--- src/rtl/cont_flag_datapath.sv ---
// Datapath side of the controller interface. Each clock it executes the
// 5-bit control-point word cp from the one-hot controller and returns the
// registered status flags V (signed overflow) and Z (zero).
// State held here: operand A, accumulator R, and a wrapping step counter C.
module cont_flag_datapath #(
  parameter int WIDTH = 8,
  parameter int CNT_W = 4
) (
  input  logic             clk,
  input  logic             clr,
  input  logic             start,
  input  logic [4:0]       cp,
  input  logic [WIDTH-1:0] din,
  output logic             V,
  output logic             Z,
  output logic [WIDTH-1:0] r_out,
  output logic [CNT_W-1:0] c_out,
  output logic             wrap
);

  localparam int MSB = WIDTH - 1;

  // Control-point decode: the bits are independent, so any mix may be active.
  logic lda, sub, ldr, inc, flg;
  assign {lda, sub, ldr, inc, flg} = cp;

  logic [WIDTH-1:0] a_reg;
  logic [WIDTH-1:0] r_reg;
  logic [WIDTH-1:0] alu;
  logic [CNT_W-1:0] c_reg;
  logic             v_reg;
  logic             z_reg;
  logic             wrap_reg;
  logic             ovf;
  logic             c_full;

  // ALU works on the pre-edge R and A. A same-cycle LDA therefore does not
  // affect what LDR writes into R. Carry out is dropped.
  always_comb begin
    alu = sub ? (r_reg - a_reg) : (r_reg + a_reg);
    if (sub)
      ovf = (r_reg[MSB] != a_reg[MSB]) && (alu[MSB] != r_reg[MSB]);
    else
      ovf = (r_reg[MSB] == a_reg[MSB]) && (alu[MSB] != r_reg[MSB]);
  end

  assign c_full = &c_reg;

  // Operand register: only the async clear resets it; start leaves A alone.
  always_ff @(posedge clk or negedge clr) begin
    if (!clr)
      a_reg <= '0;
    else if (!start && lda)
      a_reg <= din;
  end

  // Accumulator: loaded from the ALU on LDR, zeroed by start.
  always_ff @(posedge clk or negedge clr) begin
    if (!clr)
      r_reg <= '0;
    else if (start)
      r_reg <= '0;
    else if (ldr)
      r_reg <= alu;
  end

  // Step counter and its wrap pulse. The pulse marks the cycle after an INC
  // that rolled C from all-ones back to zero, and drops on every other edge.
  always_ff @(posedge clk or negedge clr) begin
    if (!clr) begin
      c_reg    <= '0;
      wrap_reg <= 1'b0;
    end else if (start) begin
      c_reg    <= '0;
      wrap_reg <= 1'b0;
    end else begin
      wrap_reg <= inc && c_full;
      if (inc)
        c_reg <= c_reg + 1'b1;
    end
  end

  // Status flags: updated only on FLG, so an LDR alone leaves them as they were.
  always_ff @(posedge clk or negedge clr) begin
    if (!clr) begin
      v_reg <= 1'b0;
      z_reg <= 1'b0;
    end else if (start) begin
      v_reg <= 1'b0;
      z_reg <= 1'b0;
    end else if (flg) begin
      v_reg <= ovf;
      z_reg <= (alu == '0);
    end
  end

  assign V     = v_reg;
  assign Z     = z_reg;
  assign r_out = r_reg;
  assign c_out = c_reg;
  assign wrap  = wrap_reg;

endmodule

--- config.mk ---
export PLATFORM = sky130hd
export DESIGN_NAME = cont_flag_datapath
export DESIGN_NICKNAME = d
export VERILOG_FILES = /design/src/rtl/cont_flag_datapath.sv
export SDC_FILE = /design/constraint.sdc
export NUM_CORES = 1
export LEC_CHECK = 0
export CAP_MARGIN = 20
export CORE_MARGIN = 4
export CORE_UTILIZATION = 40
export DETAILED_ROUTE_END_ITERATION = 7
export HOLD_SLACK_MARGIN = 0.08
export PLACE_DENSITY = 0.73
export REMOVE_ABC_BUFFERS = 1
export SLEW_MARGIN = 20
export SYNTH_ARGS = -nofsm -noshare
export SYNTH_HDL_FRONTEND = slang
export SYNTH_SLANG_ARGS = --single-unit
--- constraint.sdc ---
create_clock -name clk -period 2.7 [get_ports clk]
set_input_delay 0.405 -clock clk [delete_from_list [all_inputs] [get_ports clk]]
set_output_delay 0.405 -clock clk [all_outputs]
set_load 0.02 [all_outputs]
Yosys cells after proc, flatten, opt, wreduce, memory -nomap -nowiden
Cells that the tools add are included.
W data, S select, Z words.
- add/subtract/negate cells: 3
- equal/unequal tests: 3
- mux-type cells: 11
- reduce and logical (&&, ||, !) cells: 10
- operators with widths (operator ; number):
    $mux W8 ; 3
    $add A8 B8 Y8 ; 1
    $logic_not A8 Y1 ; 1
    $mux W4 ; 2
    $sub A8 B8 Y8 ; 1
    $mux W1 ; 6
    $reduce_bool A2 Y1 ; 3
    $add A4 B1 Y4 const B ; 1
    $logic_and A1 B1 Y1 ; 4
    $reduce_and A4 Y1 ; 1
    $ne A1 B1 Y1 ; 2
    $eq A1 B1 Y1 ; 1
    $logic_not A1 Y1 ; 1
- flip-flop bits (word level): 23
- input port bits: 16
- logic and storage cells: 33

Logic depth before layout (Yosys ltp)
- word-level depth: 7
- depth in mapped cells: 10
- mapped depth without buffers: 10

Least setup slack after synthesis
No wires, ideal clock.
- kind: input -> register
- from: input cp[3]
- to: register z_reg (netlist: Z)
- library setup time: 0.120 ns
- data arrival time: 2.370 ns
- data required time: 2.580 ns
- slack: 0.210 ns
- stages: 8
- buffers on the path: 1
- cells stage by stage: clkbuf_1 -> mux2_2 -> fa_1 -> nand2b_1 -> a2111o_1 -> o311ai_1 -> a21oi_1 -> a31o_1
- cells in the longest elaborated chain, start to end: 4
- RTL lines (element ; RTL line ; text):
    from (decl) ; 12 ; input logic [4:0] cp,
    $mux W8 ; 40 ; alu = sub ? (r_reg - a_reg) : (r_reg + a_reg);
    $logic_not A8 Y1 ; 93 ; z_reg <= (alu == '0);
    $mux W1 ; 91 ; end else if (flg) begin
    $mux W1 ; 88 ; end else if (start) begin
    to (signal assigned) ; 93 ;
    to (decl) ; 32 ; logic z_reg;
No other way between the ends. The select of a mux whose other input is x is not followed.
A chain may end at the register's enable or synchronous reset.

Worst setup path after layout
Ends and elaborated chain as after synthesis.

==> flow_metrics.py <==
metrics = {
    "outcome": {
        "status": "finished clean",
    },
    "sta": {
        "report.final.slew_viol_count": 0,
        "whs_ps": 419.4,
        "slew_headroom_pct": 65.86,
        "finalSetupTns_ps": 0,
        "max_freq_ghz": 0.3838,
        "finalHoldViolations": 0,
        "worst_slew_pin_slew_ps": 510.4,
        "clock_skew_ps": 3.904,
        "finalSetupViolCount": 0,
        "fin_crit_ps": 2606,
        "setup_ws_ps": 94.43,
        "post-route-period-util_pct": 96.50,
    },
    "yosys": {
        "ys_types": 41,
        "synthArstFlopShare_pct": 100.0,
        "syn_avg_cell_area_sq_um": 10.23,
        "synth_flop_cell": "dfrtp_1",
        "synth_top_area_share_pct": 39.62,
        "synth_area_sq_um": 1453,
        "synth_seq_area_share_pct": 39.62,
        "synth-seq-cells": 23,
        "synthCells": 142,
        "synth_edf_count": 0,
        "synth_top_area_cell": "dfrtp_1",
        "yosys-top-cells-area": "dfrtp_1 (40%), ha_1 (7.8%), xnor2_1 (5.4%), nor2_1 (4.7%), mux2_2 (3.9%)",
        "ys_warn_count": 0,
    },
    "cts": {
        "clkTransAtPathRegs_ps": 130,
        "cts-root-buf": "clkbuf_4",
        "clock_latency_ps": 310,
        "clockBufferDepth": 2,
        "cts_made_buffers": 3,
        "cts_sinks": 23,
        "cts_tree": "yes",
        "h-tree-depth": 1,
    },
    "finish": {
        "multi_input_area_sq_um": 879.6,
        "antenna_cells": 0,
        "drive_above_1_share_pct": 20.11,
        "register_area_sq_um": 576.8,
        "syn2layout_area_growth_pct": 37.30,
        "num-nets-final": 216,
        "final_util_pct": 58.39,
        "fillers": 292,
    },
    "floorplanning": {
        "rows": 21,
        "core_sq_um": 3416,
        "fp.dieW_um": 68.26,
        "die_area_sq_um": 4659,
        "die_height_um": 68.26,
        "start_util_pct": 42.53,
        "io_pins": 31,
    },
    "power": {
        "power.density_nw_per_um2": 836.9,
        "ir_worst_vdd_mv": 0.3337,
        "total_power_uw": 1669,
        "cellLeakagePower_uw": 0.0008766,
    },
    "placement": {
        "dpl_worst_slack_ps": -172.0,
        "hpwl_mm": 2.673,
        "io_buffers": 30,
        "routabilityCongestion": 0.8918,
    },
    "global_routing": {
        "antenna_found_initial": 0,
        "grt_pass1_wl_mm": 5.816,
        "grt_max_degree": 24,
        "grt_pass1_vias": 1253,
        "grt_usage_pct": 16.63,
        "overflow": 0,
    },
    "route": {
        "dr_total_vias": 1205,
        "viasPerCell": 5.128,
        "drc_errors": 0,
        "wl_per_cell_um": 14.45,
        "firstDrtPassIters": 4,
        "drt-total-wl_mm": 3.395,
        "drtIter0Drc": 64,
        "antenna_left": 0,
    },
    "setup_path": {
        "worstSetupPathType": "primary input to flip-flop",
        "start_kind": "primary input",
        "cp.arrival_ps": 2870,
        "cp_max_fo": 5,
        "worst_setup_path_end_kind": "flip-flop",
        "required_ps": 2960,
        "worstRegToRegCells": 11,
    },
    "worst_hold_path": {
        "hp-class": "primary input to asynchronous set/reset pin",
    },
    "flow_run": {
        "drv_cap": 0,
    },
}
logic make-up (layout without fill, tap and decap cells):
logic type / Yosys count / in the layout / synth area share, %
buf+inv: 11 / 58 / 2.842
simple gates: 45 / 45 / 15.33
compound gates: 24 / 24 / 11.80
fa+ha+maj: 10 / 10 / 9.130
xor+xnor: 16 / 16 / 11.63
mux: 13 / 13 / 9.647
flops: 23 / 23 / 39.62
report_power, final:
| part | internal (uW) | switching (uW) |
|---|---|---|
| logic | 521 | 500 |
| registers | 409 | 73.3 |
| clock network | 57.7 | 108 |
stage by stage:
stage / instance area (sq um) / instances
2_1_floorplan: 1438 / 138
4_1_cts: 1927 / 232
3_5_place_dp: 1901 / 228
6_report: 1994 / 235
5_1_grt: 1994 / 235
3_3_place_gp: 1901 / 228
critical path, stage by stage:
cell             delay (ps)
clkdlybuf4s50_1         490
buf_4                   200
a21oi_1                 170
xnor2_1                 150
ha_1                    260
buf_4                   150
buf_4                   130
nor3b_1                 130
a221oi_1                270
o311ai_1                190
a21oi_1                 160
a31o_1                  160
placed cells by master (no fill, tap or decap), types with 6 or more instances in the layout:
cell | Yosys | routed
clkdlybuf4s50_1 | 0 | 30
a21oi_1 | 8 | 7
nor2_1 | 18 | 18
dfrtp_1 | 23 | 22
ha_1 | 9 | 9
inv_1 | 7 | 6
buf_4 | 0 | 17
xnor2_1 | 9 | 9
nand2_1 | 7 | 7
per-layer routing:
layer  share of wire (%)  GRT usage (%)  routed length (um)  vias to the layer above
li1                    -              -                   -                      587
met1                  45          21.20                1524                      582
met2                  50          27.80                1694                       34
met3                 4.6          2.956                 156                        2
met4                0.56          6.452                  19                        0
met5                   0              0                   0                        -
path summary, 6_finish.rpt:
| kind | startpoint | to | slack [ps] |
|---|---|---|---|
| max | cp[3] | Z | 90 |
| max reg2reg | a_reg[3] | Z | 110 |
| min reg2reg | V | V | 520 |
| max in group asynchronous | clr | a_reg[3] | 2030 |
| min | clr | a_reg[7] | 420 |
| min in group clk | V | V | 520 |
area by class of cell:
class | instances | share of cell area [%]
clock buffers | 4 | 1.317
well taps | 46 | 2.886
flip-flops and latches | 23 | 28.92
multi-input cells | 108 | 44.10
repair buffers | 47 | 21.46
inverters | 7 | 1.317
Yosys cell counts (all sizes together) (2+ instances only):
cell type	number
dfrtp	23
nand2	7
o21ai	5
nand2b	2
a21oi	9
a211oi	2
mux2	8
inv	7
ha	9
nor4	2
and2	2
nor2	18
nor3	3
nand4	2
nor2b	3
nand3	2
xnor2	9
clkbuf	4
mux2i	5
xor2	6
timing repair:
item / CTS / global route
endpoints found under the setup margin: 0 / 4
buffers inserted: 0 / 3
resized for setup: 0 / 10
hold buffers: 0 / 0
No activity file was read; power rests on OpenSTA's default activity.
